[config.mk]
export PLATFORM = sky130hd
export DESIGN_NAME = barcode_stream_decoder
export DESIGN_NICKNAME = d
export VERILOG_FILES = /design/src/rtl/barcode_stream_decoder.sv
export SDC_FILE = /design/constraint.sdc
export NUM_CORES = 1
export LEC_CHECK = 0
export ABC_AREA = 1
export CAP_MARGIN = 10
export CORE_ASPECT_RATIO = 1.4
export CORE_MARGIN = 1
export CORE_UTILIZATION = 51
export CTS_CLUSTER_DIAMETER = 150
export DETAILED_ROUTE_END_ITERATION = 10
export PLACE_DENSITY = 0.8
export REMOVE_ABC_BUFFERS = 1
export SLEW_MARGIN = 20
export SYNTH_ARGS = -nofsm -noshare
export SYNTH_HDL_FRONTEND = slang
export SYNTH_SLANG_ARGS = --single-unit
[constraint.sdc]
create_clock -name i_clk -period 2 [get_ports i_clk]
set_input_delay 0.3 -clock i_clk [delete_from_list [all_inputs] [get_ports i_clk]]
set_output_delay 0.3 -clock i_clk [all_outputs]
set_load 0.02 [all_outputs]
[src/rtl/barcode_stream_decoder.sv]
// rtl/barcode_stream_decoder.sv - serial Code128-C decoder: hunts the start symbol, then decodes N_FIELDS symbols.
// Optional macro BARCODE_STOP_CHECK_EN adds a STOP state that requires and checks the 13-bit stop symbol.
module barcode_stream_decoder #(
    parameter int N_FIELDS   = 3,
    parameter int FIELD_W    = 8,
    parameter int MAX_SEARCH = 256
) (
    input  logic                        i_clk,
    input  logic                        i_rst_n,
    input  logic                        i_start,
    input  logic                        i_bit_valid,
    input  logic                        i_bit,
    output logic [N_FIELDS*FIELD_W-1:0] o_fields,
    output logic                        o_done,
    output logic [1:0]                  o_error,
    output logic                        o_busy
);
    localparam logic [10:0] START_SYM   = 11'b11010011100;
    localparam int          CNT_W       = $clog2(MAX_SEARCH + 1);
    localparam logic [1:0]  ERR_OK      = 2'd0;
    localparam logic [1:0]  ERR_TIMEOUT = 2'd1;
    localparam logic [1:0]  ERR_SYM     = 2'd2;
`ifdef BARCODE_STOP_CHECK_EN
    localparam int          SH_W        = 13;
    localparam logic [1:0]  ERR_STOP    = 2'd3;
    localparam logic [12:0] STOP_SYM    = 13'b1100011101011;
`else
    // Only the stop check ever looks at more than one symbol's worth of bits.
    localparam int          SH_W        = 11;
`endif

    typedef enum logic [2:0] {S_IDLE, S_SEARCH, S_COLLECT, S_STOP, S_DONE} state_t;

    state_t            state;
    logic [SH_W-1:0]   shreg;
    logic [SH_W-1:0]   sh_next;
    logic [CNT_W-1:0]  search_cnt;
    logic [3:0]        sym_bit_cnt;
    logic [3:0]        field_idx;
    logic              bad_sym;
    logic              sym_ok;
    logic [3:0]        sym_digit;

    assign sh_next = {shreg[SH_W-2:0], i_bit};

    always_comb begin
        sym_ok    = 1'b1;
        sym_digit = 4'd0;
        case (sh_next[10:0])
            11'b11011001100: sym_digit = 4'd0;
            11'b11001101100: sym_digit = 4'd1;
            11'b11001100110: sym_digit = 4'd2;
            11'b10010011000: sym_digit = 4'd3;
            11'b10010001100: sym_digit = 4'd4;
            11'b10001001100: sym_digit = 4'd5;
            11'b10011001000: sym_digit = 4'd6;
            11'b10011000100: sym_digit = 4'd7;
            11'b10001100100: sym_digit = 4'd8;
            11'b11001001000: sym_digit = 4'd9;
            default:         sym_ok    = 1'b0;
        endcase
    end

    always_ff @(posedge i_clk or negedge i_rst_n) begin
        if (!i_rst_n) begin
            state       <= S_IDLE;
            shreg       <= '0;
            search_cnt  <= '0;
            sym_bit_cnt <= '0;
            field_idx   <= '0;
            bad_sym     <= 1'b0;
            o_fields    <= '0;
            o_done      <= 1'b0;
            o_error     <= ERR_OK;
            o_busy      <= 1'b0;
        end else begin
            o_done <= 1'b0;
            case (state)
                S_IDLE, S_DONE: begin
                    if (i_start) begin
                        // Clearing the shifter keeps stale bits from faking a start match.
                        state       <= S_SEARCH;
                        shreg       <= '0;
                        search_cnt  <= '0;
                        sym_bit_cnt <= '0;
                        field_idx   <= '0;
                        bad_sym     <= 1'b0;
                        o_fields    <= '0;
                        o_error     <= ERR_OK;
                        o_busy      <= 1'b1;
                    end
                end
                S_SEARCH: begin
                    if (i_bit_valid) begin
                        shreg      <= sh_next;
                        search_cnt <= search_cnt + 1'b1;
                        if (sh_next[10:0] == START_SYM) begin
                            state       <= S_COLLECT;
                            sym_bit_cnt <= '0;
                            field_idx   <= '0;
                        end else if (search_cnt == CNT_W'(MAX_SEARCH - 1)) begin
                            state   <= S_DONE;
                            o_done  <= 1'b1;
                            o_busy  <= 1'b0;
                            o_error <= ERR_TIMEOUT;
                        end
                    end
                end
                S_COLLECT: begin
                    if (i_bit_valid) begin
                        shreg <= sh_next;
                        if (sym_bit_cnt == 4'd10) begin
                            sym_bit_cnt <= '0;
                            field_idx   <= field_idx + 1'b1;
                            o_fields[field_idx*FIELD_W +: FIELD_W] <=
                                sym_ok ? FIELD_W'(sym_digit) : {FIELD_W{1'b1}};
                            if (!sym_ok)
                                bad_sym <= 1'b1;
                            if (field_idx == 4'(N_FIELDS - 1)) begin
`ifdef BARCODE_STOP_CHECK_EN
                                state <= S_STOP;
`else
                                state   <= S_DONE;
                                o_done  <= 1'b1;
                                o_busy  <= 1'b0;
                                o_error <= (bad_sym || !sym_ok) ? ERR_SYM : ERR_OK;
`endif
                            end
                        end else begin
                            sym_bit_cnt <= sym_bit_cnt + 1'b1;
                        end
                    end
                end
`ifdef BARCODE_STOP_CHECK_EN
                S_STOP: begin
                    // sym_bit_cnt is reused here to count the 13 stop modules.
                    if (i_bit_valid) begin
                        shreg <= sh_next;
                        if (sym_bit_cnt == 4'd12) begin
                            state   <= S_DONE;
                            o_done  <= 1'b1;
                            o_busy  <= 1'b0;
                            if (bad_sym)
                                o_error <= ERR_SYM;
                            else if (sh_next != STOP_SYM)
                                o_error <= ERR_STOP;
                            else
                                o_error <= ERR_OK;
                        end else begin
                            sym_bit_cnt <= sym_bit_cnt + 1'b1;
                        end
                    end
                end
`endif
                default: state <= S_IDLE;
            endcase
        end
    end
endmodule

==> results.yml, run 1 <==
outcome:
  outcome: "finished, final reports clean"
sta:
  post-route-period-util: 0.945
  fmaxAchievable_mhz: 529
  hold_viol: 0
  rsz0062_at_grt: "true"
  slew_headroom: 0.671
  whs_ns: 0.468
  min_period_ns: 1.89
  finalMaxSlewViolations: 0
  worst_slack_ns: 0.111
  setup_viol_count_final: 0
  worst_pin_slew_ns: 0.493
  fin_skew_ns: 0.0124
hold_path:
  min-delay-path-class: "in2async"
placement:
  placed_cells: 498
  io_buffers: 32
  place.gp.congestion: 0.952
  place_ws_ns: 0.0232
  place_area_um2: 3430
  hpwl_mm: 4.89
finish:
  final_common_cell: "nand2_1"
  multi_input_area_um2: 1500
  final_cell_mix: "105 x nand2_1, 50 x dfrtp_1, 47 x inv_1"
  num-fill-cells: 484
  nets: 452
  drive_gt1_frac: 0.136
  antenna_cells: 0
  final_area_um2: 3610
  seq_area_um2: 1250
  stdcell_count: 508
  syn_to_final_growth_pct: 19.3
route:
  ant_nets: 0
  drtPass1Iterations: 4
  highest_layer: "met4"
  first_iter_violations: 224
  wl_met3_um: 206
  drt-met1-wl_mm: 2.63
  vias_per_cell: 5.22
  drc: 0
  wl_mm: 6.42
  vias: 2650
  dr_wl_met2_mm: 3.41
  routedWlPerCell_um: 12.6
power_and_ir_drop:
  power.leakage_nw: 1.73
  vdd_drop_max_uv: 546
  total_power_mw: 3.09
  powerDensity_nw_per_um2: 857
grt:
  grt_start_max_net_pins: 31
  overflow: 0
  antenna_found_initial: 0
  grt_pass1_wl_mm: 11.1
  grt_pass1_vias: 2701
  grt_usage: 0.230
die:
  dieHeight_um: 93.1
  initial_core_util: 0.539
  ios: 33
  dieArea_um2: 6240
  coreArea_um2: 5610
  die_width_um: 67.1
  row_count: 32
setup_path:
  worst_path_most_repeated_cell: "nand2_1"
  worstSetupStartpointType: "flip-flop"
  worstPathMaxFanout: 5
  crit_chain: "nor2_1 -> nand2_1 -> ha_4 -> nand2_1 -> a21oi_1 -> nor2_4 -> a31oi_4 -> nand2_1 -> nand2_1"
  critPathTopFamily: "simple AND/OR/NAND/NOR gates"
  crit_buf_inv: 0
  end_kind: "flip-flop"
  worst_ep_arrival_time_ns: 2.14
  r2r-end: "o_fields[16]"
  r2r_setup_slack_ns: 0.11
  crit_required_ns: 2.25
  cp_slowest_cell: "dfrtp_1"
  worst-r2r-cell-count: 9
  cp_slowest_stage_delay_ns: 0.44
  setup.worst_path.class: "reg2reg"
  rr_startpoint: "field_idx[1]"
logic_synthesis:
  yosysWarnings: 0
  ys_seq_area_frac: 0.414
  syn_area_um2: 3020
  ys_ff_latch: 50
  syn_area_per_cell_um2: 7.60
  ys_top_cells_by_area: "dfrtp_1 41%, nand2_1 13%, nand3_1 7.3%, inv_1 5.8%, nor2_1 5.2%"
  synth_cells: 398
  yosysUniqueCellTypes: 36
  yosysTopAreaCell: "dfrtp_1"
  synth_top_area_share: 0.414
job:
  drv_cap: 0
clock_network:
  clk_path_buf_depth: 2
  numCtsBuffers: 5
  htreeDepth: 2
  clk_pin_slew_ns: 0.11
  cts_sinks: 50
  cts_tree: "yes"
  clk_latency_ns: 0.32
  cts-root-buf: "clkbuf_8"
## cell usage after synthesis, drive strengths merged
| cell | count |
|---|---|
| a211oi | 1 |
| a21oi | 8 |
| a22o | 1 |
| a31oi | 1 |
| buf | 13 |
| clkbuf | 1 |
| dfrtp | 50 |
| ha | 8 |
| inv | 53 |
| nand2 | 111 |
| nand3 | 48 |
| nand3b | 2 |
| nand4 | 4 |
| nor2 | 52 |
| nor3 | 8 |
| nor4 | 1 |
| o21ai | 29 |
| o22ai | 1 |
| o31ai | 1 |
| xor2 | 5 |
## how the worst max path moves through the flow
stage                       from       endpoint  slack [ns]  depth (start not counted)
floorplan               state[0]   field_idx[2]        0.09                         10
global placement    field_idx[1]   o_fields[16]         0.1                          9
detailed placement   i_bit_valid  search_cnt[5]        0.02                         10
CTS                 field_idx[1]    o_fields[3]        0.02                         11
global route        field_idx[1]   o_fields[16]       -0.06                          9
finish              field_idx[1]   o_fields[16]        0.11                          9
## cells by family after synthesis
kind of cell,after synthesis,synth area share
simple gates,226,0.354
compound gates,42,0.0807
fa+ha+maj,8,0.0331
flops,50,0.414
xor+xnor,5,0.0145
buf+inv,67,0.104
## worst register-to-register path, delay by kind of cell, from the launching register on
kind                       cells  cell delay, ns
AOI/OAI and AO/OA              2            0.48
adders and majority gates      1            0.31
DFF                            1            0.44
and+or+nand+nor                6            0.59
## power by group
part	internal [mW]	switching (mW)
combinational	0.370	0.776
clock	0.373	0.370
sequential	1.12	0.0774
## area by class of cell
cell class | count | share of cell area
clock buffers | 5 | 0.0191
multi-input cells | 281 | 0.417
inverters | 53 | 0.0559
flip-flops and latches | 50 | 0.347
repair buffers | 48 | 0.125
clock inverters | 3 | 0.0125
well taps | 68 | 0.0236
## routing by layer
metal	up-vias	GRT usage
li1	1340	-
met1	1220	0.244
met2	76	0.418
met3	14	0.0415
met4	0	0.119
met5	-	0
## registers in the layout (all words and copies together) (netlist names)
name / count
o_done: 1
state: 3
field_idx: 4
o_fields: 15
search_cnt: 9
bad_sym: 1
sym_bit_cnt: 4
shreg: 10
o_busy: 1
o_error: 2
## what timing repair did
item / in CTS / in global routing
resized for setup: 0 / 10
setup buffers: 0 / 1
endpoints found under the hold margin: 20 / 0
hold buffers: 1 / 0
setup endpoints to repair: 0 / 22
## stage by stage
step	util	TNS (ns)
2_1_floorplan	-	0
3_3_place_gp	0.612	0
3_5_place_dp	0.612	0
4_1_cts	0.634	0
5_1_grt	0.643	-0.431
6_report	0.643	0
Note: power is estimated with default switching activity, not from simulation.
==> inputs of run 2 (changes only) <==
CORE_UTILIZATION = 55   (was 51)
PLACE_DENSITY = 0.82   (was 0.8)
clock period = 2.2 ns   (was 2 ns; I/O delays follow)
==> results.yml, run 2 (synthesis gave the netlist of run 1 again) <==
route:
  wl_mm: 6.65
  routedWlPerCell_um: 13.4
  drc: 0
  ant_nets: 0
  first_iter_violations: 198
  drtPass1Iterations: 4
  vias_per_cell: 5.38
  vias: 2668
grt:
  antenna_found_initial: 0
  grt_pass1_wl_mm: 11.3
  overflow: 0
  grt_usage: 0.248
  grt_start_max_net_pins: 51
  grt_pass1_vias: 2579
sta:
  finalMaxSlewViolations: 0
  worst_slack_ns: 0.165
  worst_pin_slew_ns: 0.642
  min_period_ns: 2.04
  tns_ns: 0
  fin_skew_ns: 0.00637
  post-route-period-util: 0.925
  hold_viol: 0
  fmaxAchievable_mhz: 491
  slew_headroom: 0.572
  setup_viol_count_final: 0
  whs_ns: 0.117
die:
  die_width_um: 64.7
  dieArea_um2: 5800
  initial_core_util: 0.577
  coreArea_um2: 5240
  ios: 33
  dieHeight_um: 89.7
  row_count: 31
setup_path:
  critPathTopFamily: "simple AND/OR/NAND/NOR gates"
  worstSetupStartpointType: "flip-flop"
  cp_slowest_stage_delay_ns: 0.46
  crit_required_ns: 2.44
  worst_path_most_repeated_cell: "nand2_1"
  worstPathMaxFanout: 7
  cp_slowest_cell: "dfrtp_1"
  end_kind: "flip-flop"
  crit_chain: "inv_2 -> nand2_1 -> ha_4 -> inv_1 -> nand2_1 -> nand2_1 -> nor2_2 -> nand3_2 -> nor2_4 -> nand3_1 -> nand2_1"
  setup.worst_path.class: "reg2reg"
  worst_ep_arrival_time_ns: 2.28
  crit_buf_inv: 2
placement:
  place.gp.congestion: 0.862
  place_ws_ns: 0.0787
  io_buffers: 32
  place_area_um2: 3350
  hpwl_mm: 5.00
power_and_ir_drop:
  switching_power_mw: 1.08
  vdd_drop_max_uv: 611
  seqPwrFrac: 0.400
  switching_share: 0.392
  powerDensity_nw_per_um2: 788
  combPwrFrac: 0.366
  p_clk_frac: 0.235
  power.leakage_nw: 1.69
  p_int_mw: 1.67
job:
  drv_cap: 0
clock_network:
  cts_sinks: 50
  clk_latency_ns: 0.31
  holdBufCountCts: 0
  clk_pin_slew_ns: 0.09
  cts-root-buf: "clkbuf_8"
  cts_tree: "yes"
  clk_path_buf_depth: 2
  numCtsBuffers: 5
  cts_setup_buffers: 0
  htreeDepth: 2
finish:
  nets: 442
  regMostFlops: "o_fields"
  largest_reg_flops: 15
  antenna_cells: 0
  final_cell_mix: "105 x nand2_1, 50 x dfrtp_1, 46 x inv_1"
  fin_util: 0.665
  reg_top3: "o_fields x15, shreg x10, search_cnt x9"
  syn_to_final_growth_pct: 15.2
  final_area_um2: 3480
  drive_gt1_frac: 0.116
  final_common_cell: "nand2_1"
hold_path:
  min-delay-path-class: "in2async"
outcome:
  outcome: "finished, final reports clean"
-- run 2: changes by cell type in the layout (fill, tap and decap cells not counted), sizes merged --
cell / before / now
clkinv: 0 / 2
dlygate4sd3: 1 / 0
buf: 16 / 7
clkinvlp: 2 / 0
-- run 2: final cells by class --
| type | instances | area (um^2) |
|---|---|---|
| Clock buffer | 5 | 68.8 |
| Timing Repair Buffer | 38 | 360 |
| Fill cell | 443 | 1750 |
| Inverter | 53 | 201 |
| Clock inverter | 3 | 40.0 |
| Multi-Input combinational cell | 281 | 1480 |
| Tap cell | 66 | 82.6 |
| Sequential cell | 50 | 1250 |
-- run 2: worst paths after layout --
check	cells after the start	to	startpoint	slack, ns
max	11	o_fields[18]	field_idx[0]	0.16
min	2	field_idx[3]	i_rst_n	0.12
max reg2reg	11	o_fields[18]	field_idx[0]	0.16
min reg2reg	2	o_fields[1]	o_fields[1]	0.48
max in group asynchronous	2	o_fields[7]	i_rst_n	1.64
min in group i_clk	2	o_fields[1]	o_fields[1]	0.48
-- run 2: through the flow --
stage	cells	total power [mW]
floorplan	384	1.80
global placement	488	2.08
detailed placement	488	2.11
CTS	496	2.76
global route	496	2.91
finish	496	2.74
-- run 2: worst register-to-register path, cell delays in order, from the launching register on --
cell     delay [ns]
dfrtp_1        0.46
inv_2          0.16
nand2_1        0.14
ha_4           0.32
inv_1          0.09
nand2_1        0.08
nand2_1        0.10
nor2_2         0.19
nand3_2        0.13
nor2_4         0.14
nand3_1        0.10
nand2_1        0.07
-- run 2: power by group through the flow --
| stage | Combinational, mW | Clock [mW] | Sequential [mW] |
|---|---|---|---|
| global route | 1.11 | 0.699 | 1.11 |
| detailed placement | 0.998 | 0 | 1.12 |
| global placement | 0.969 | 0 | 1.11 |
| finish | 1.00 | 0.644 | 1.10 |
| floorplan | 0.668 | 0 | 1.13 |
| CTS | 1.01 | 0.653 | 1.10 |
-- run 2: repair_timing --
| action | 4_1_cts | 5_1_grt |
|---|---|---|
| setup endpoints to repair | 0 | 13 |
| hold endpoints to repair | 0 | 0 |
| gates resized for setup | 0 | 4 |
-- run 2: routing by layer --
metal / part of all wire / up-vias / track usage
met3: 0.029 / 16 / 0.0368
met4: 0.021 / 0 / 0.0815
met1: 0.41 / 1265 / 0.284
met2: 0.54 / 62 / 0.457
li1: - / 1325 / -
met5: 0 / - / 0
==> patch 1 (flow settings as in run 1) <==
Add a define of `BARCODE_STOP_CHECK_EN`.
--- a/src/rtl/barcode_stream_decoder.sv
+++ b/src/rtl/barcode_stream_decoder.sv
@@ -2,2 +2,4 @@
 // Optional macro BARCODE_STOP_CHECK_EN adds a STOP state that requires and checks the 13-bit stop symbol.
+`define BARCODE_STOP_CHECK_EN
+
 module barcode_stream_decoder #(
Formal check against the unedited RTL: same outputs for any inputs over 10 cycles, from zero or initial values and one cycle with i_rst_n low; that may be too few to reach the edited logic, so the function may still have changed.
==> patch 1 against run 1 <==
Utilization is 2.6 points lower; sequential share of layout area is 1.2 points higher; routed wire length is 8.9% higher; power hardly changed; first-iteration DRC count is 25% lower; sequential cell count is 2 higher; design area is 0.45% higher; sequential power is 16% higher; area after synthesis is 3.3% higher; worst setup slack better by 0.040 ns; critical path type unchanged; highest routed layer unchanged.
==> patch 1: results (changes against run 1) <==
qor: routing.detailedRoute.firstPassIterationCount 5 [was 4]
qor: timing.worst_hold_slack 0.4912 ns [was 0.4678 ns]
qor: critical_path.crit_end o_fields[0] [was o_fields[16]]
qor: logic_synthesis.synth.distinct_cells 35 [was 36]
qor: finish.multiInputGateArea 0.001539 mm2 [was 0.001504 mm2]
qor: run_status.status finished, final reports clean [unchanged]
qor: power.worst_ir_drop_vdd 518.1 uV [was 545.6 uV]
qor: die.die_area 0.006445 mm2 [was 0.006243 mm2]
qor: finish.final_layout_size_suffix_gt1_frac 0.1018 [was 0.1364]
qor: finish.number_of_filler_cells_placed_in_the_layout 539 [was 484]
qor: timing.post-route-min-period 1.849 ns [was 1.889 ns]
qor: global_routing.grt_start_max_net_pins 30 [was 31]
qor: logic_synthesis.fraction_of_the_mapped_netlist_area_in_compound_gates 0.08894 [was 0.08071]
qor: routing.wire_length_reported_by_the_detailed_router 6988 um [was 6416 um]
qor: power.post-layout-total-power 3.091 mW [was 3.089 mW]
qor: critical_path.timing.critical_path.arrival 2.10 ns [was 2.14 ns]
qor: routing.drt_iter0_drc 167 [was 224]
qor: logic_synthesis.synth_commonest_cells sky130_fd_sc_hd__nand2_1, sky130_fd_sc_hd__nand3_1, sky130_fd_sc_hd__dfrtp_1, sky130_fd_sc_hd__inv_1, sky130_fd_sc_hd__nor2_1 [was sky130_fd_sc_hd__nand2_1, sky130_fd_sc_hd__dfrtp_1, sky130_fd_sc_hd__inv_1, sky130_fd_sc_hd__nand3_1, sky130_fd_sc_hd__nor2_1]
qor: power.clk-power 0.580 mW [was 0.743 mW]
qor: global_routing.grtUsageTotal 0.2410 [was 0.2305]
qor: logic_synthesis.yosys.area_share.adder 0.03606 [was 0.03311]
qor: placement.cell_area_placed 0.003510 mm2 [was 0.003428 mm2]
qor: timing.worst_pin_slew 0.5757 ns [was 0.4933 ns]
qor: finish.final_net_count 466 [was 452]
qor: routing.post_drt_via_cell_ratio 5.429 [was 5.217]
qor: timing.final.setup_skew 0.01100 ns [was 0.01238 ns]
qor: placement.dp_worst_setup_slack -0.02737 ns [was 0.02319 ns]
==> patch 1: area by class of cell <==
cell class              count  share of cell area
clock buffers               6             0.02003
inverters                  54             0.05630
clock inverters             1            0.001382
repair buffers             43              0.1140
multi-input cells         296              0.4249
flip-flops and latches     52              0.3592
well taps                  70             0.02418
==> patch 1: kinds of logic after synthesis <==
family	after synthesis
adder cells (fa/ha/maj)	9
AND/OR/NAND/NOR	234
XOR/XNOR	5
flip-flops	52
buffers and inverters	69
AO/OA/AOI/OAI	48
==> patch 1: timing repair <==
action	in CTS	in global routing
endpoints found under the setup margin	2	14
endpoints found under the hold margin	23	0
pin swaps	0	1
gates resized for setup	1	5
buffers inserted	0	1
hold buffers	1	0
==> patch 1: metal layers <==
metal | share of wire | vias up | track usage
li1 | - | 1408 | -
met1 | 0.41 | 1353 | 0.2876
met2 | 0.54 | 59 | 0.4199
met3 | 0.025 | 14 | 0.03623
met4 | 0.018 | 0 | 0.09722
met5 | 0 | - | 0
==> patch 2 (flow settings as in run 1) <==
Without the edit above. Encoding of `state_t`: now one-hot (5 bits for 5 states).
--- a/src/rtl/barcode_stream_decoder.sv
+++ b/src/rtl/barcode_stream_decoder.sv
@@ -31,3 +31,3 @@
 
-    typedef enum logic [2:0] {S_IDLE, S_SEARCH, S_COLLECT, S_STOP, S_DONE} state_t;
+    typedef enum logic [4:0] {S_IDLE = 5'b00001, S_SEARCH = 5'b00010, S_COLLECT = 5'b00100, S_STOP = 5'b01000, S_DONE = 5'b10000} state_t;
 
Formal check against the unedited RTL: same outputs for any inputs over 10 cycles, from zero or initial values and one cycle with i_rst_n low; not proved beyond that.
==> patch 2 against run 1 <==
Largest power group is now combinational cells; design area is 3.8% lower; final cell count down 0.39%; area after synthesis shrank 0.46%; worst hold slack lost 0.39 ns; critical endpoint is now o_fields[7]; sequential cell count rose by 1; worst setup slack improved by 0.0059 ns; critical path depth grew 3; routed wire length down 4.1%; power grew 2.4%; die area decreased by 0.44%.
==> patch 2: results (changes against run 1) <==
qor: placement.final_weighted_congestion_of_routability_driven_global_placement 0.8876 [was 0.9520]
qor: placement.placed_cells 497 [was 498]
qor: logic_synthesis.synth.distinct_cells 33 [was 36]
qor: global_routing.grtUsageMet1 0.2522 [was 0.2443]
qor: finish.final_layout_size_suffix_gt1_frac 0.09817 [was 0.1364]
qor: critical_path.reg2reg_depth 12 [was 9]
qor: routing.post_drt_via_cell_ratio 5.170 [was 5.217]
qor: routing.met1Wirelength 2618 um [was 2633 um]
qor: routing.drt_iter0_drc 178 [was 224]
qor: timing.worst_hold_slack 0.07849 ns [was 0.4678 ns]
qor: global_routing.grtUsageMet3 0.03695 [was 0.04146]
qor: global_routing.grt_pass1_wl 10740 um [was 11050 um]
qor: timing.final.setup_skew 0.007300 ns [was 0.01238 ns]
qor: routing.total_length_of_routed_met2_wires 3216 um [was 3409 um]
qor: global_routing.gr_met2_demand_resource 0.3990 [was 0.4175]
qor: critical_path.worst_setup_path_startpoint field_idx[0] [was field_idx[1]]
qor: timing.setup_slack 0.1168 ns [was 0.1109 ns]
qor: finish.final_net_count 450 [was 452]
qor: global_routing.vias_in_the_first_global_route 2551 [was 2701]
qor: placement.cell_area_placed 0.003359 mm2 [was 0.003428 mm2]
qor: power.power.static_leakage 1.740 nW [was 1.735 nW]
qor: timing.worst_pin_slew 0.6330 ns [was 0.4933 ns]
qor: power.worst_ir_drop_vdd 513.4 uV [was 545.6 uV]
qor: critical_path.worstPathMaxFanout 7 [was 5]
qor: placement.dp_worst_setup_slack 0.003891 ns [was 0.02319 ns]
qor: run_status.status finished, final reports clean [unchanged]
qor: routing.wl_per_cell 12.16 um [was 12.63 um]
qor: placement.post-dp-hpwl 4576 um [was 4893 um]
qor: logic_synthesis.synth_top_cells_by_area sky130_fd_sc_hd__dfrtp_1, sky130_fd_sc_hd__nand2_1, sky130_fd_sc_hd__nand3_1 [unchanged]
qor: logic_synthesis.synth_commonest_cells sky130_fd_sc_hd__nand2_1, sky130_fd_sc_hd__dfrtp_1, sky130_fd_sc_hd__inv_1, sky130_fd_sc_hd__nand3_1, sky130_fd_sc_hd__nor2_1 [unchanged]
qor: power.clk-power 0.596 mW [was 0.743 mW]
qor: power.power.share.sequential 0.387 [was 0.389]
qor: critical_path.critical_path.reg2reg.endpoint o_fields[7] [was o_fields[16]]
qor: global_routing.grt_start_max_net_pins 52 [was 31]
qor: logic_synthesis.synth.yosys.seq_area_share 0.4245 [was 0.4139]
==> patch 2: cell count changes in the layout (fill, tap and decap cells not counted), moves of 3 or more <==
| cell | before | now |
|---|---|---|
| sky130_fd_sc_hd__a21oi_1 | 8 | 5 |
| sky130_fd_sc_hd__buf_4 | 14 | 7 |
| sky130_fd_sc_hd__nand4_1 | 4 | 7 |
| sky130_fd_sc_hd__nor3_2 | 3 | 0 |
| sky130_fd_sc_hd__nor2_4 | 7 | 4 |
| sky130_fd_sc_hd__nor2_1 | 40 | 44 |
| sky130_fd_sc_hd__nand2_1 | 105 | 112 |
==> patch 2: what timing repair did <==
action	CTS	global route
resized for setup	0	6
buffers inserted	0	1
endpoints found under the setup margin	0	7
==> patch 2: per-stage QoR <==
stage	total power, mW	setup TNS, ns
final	3.162	0
after global routing	3.405	-0.01498
after CTS	3.154	0
after detailed placement	2.557	0
after global placement	2.536	0
after floorplan	2.192	0
==> patch 2: kinds of logic (layout without fill, tap and decap cells) <==
| kind of cell | after synthesis | after routing | synth area share |
|---|---|---|---|
| AOI/OAI and AO/OA | 37 | 37 | 0.06487 |
| xor gates and xnor gates | 6 | 6 | 0.01746 |
| adders and majority gates | 8 | 8 | 0.03327 |
| buffers and inverters | 66 | 99 | 0.09729 |
| DFF | 51 | 51 | 0.4245 |
| and+or+nand+nor | 237 | 237 | 0.3626 |
==> patch 2: cell type report <==
class / count / area (um2) / share of cell area
multi-input combinational: 288 / 1456 / 0.4198
sequential: 51 / 1277 / 0.3682
timing repair buffer: 39 / 367.9 / 0.1060
inverter: 52 / 197.7 / 0.05698
tap: 68 / 85.08 / 0.02452
clock buffer: 6 / 72.57 / 0.02092
clock inverter: 2 / 12.51 / 0.003606
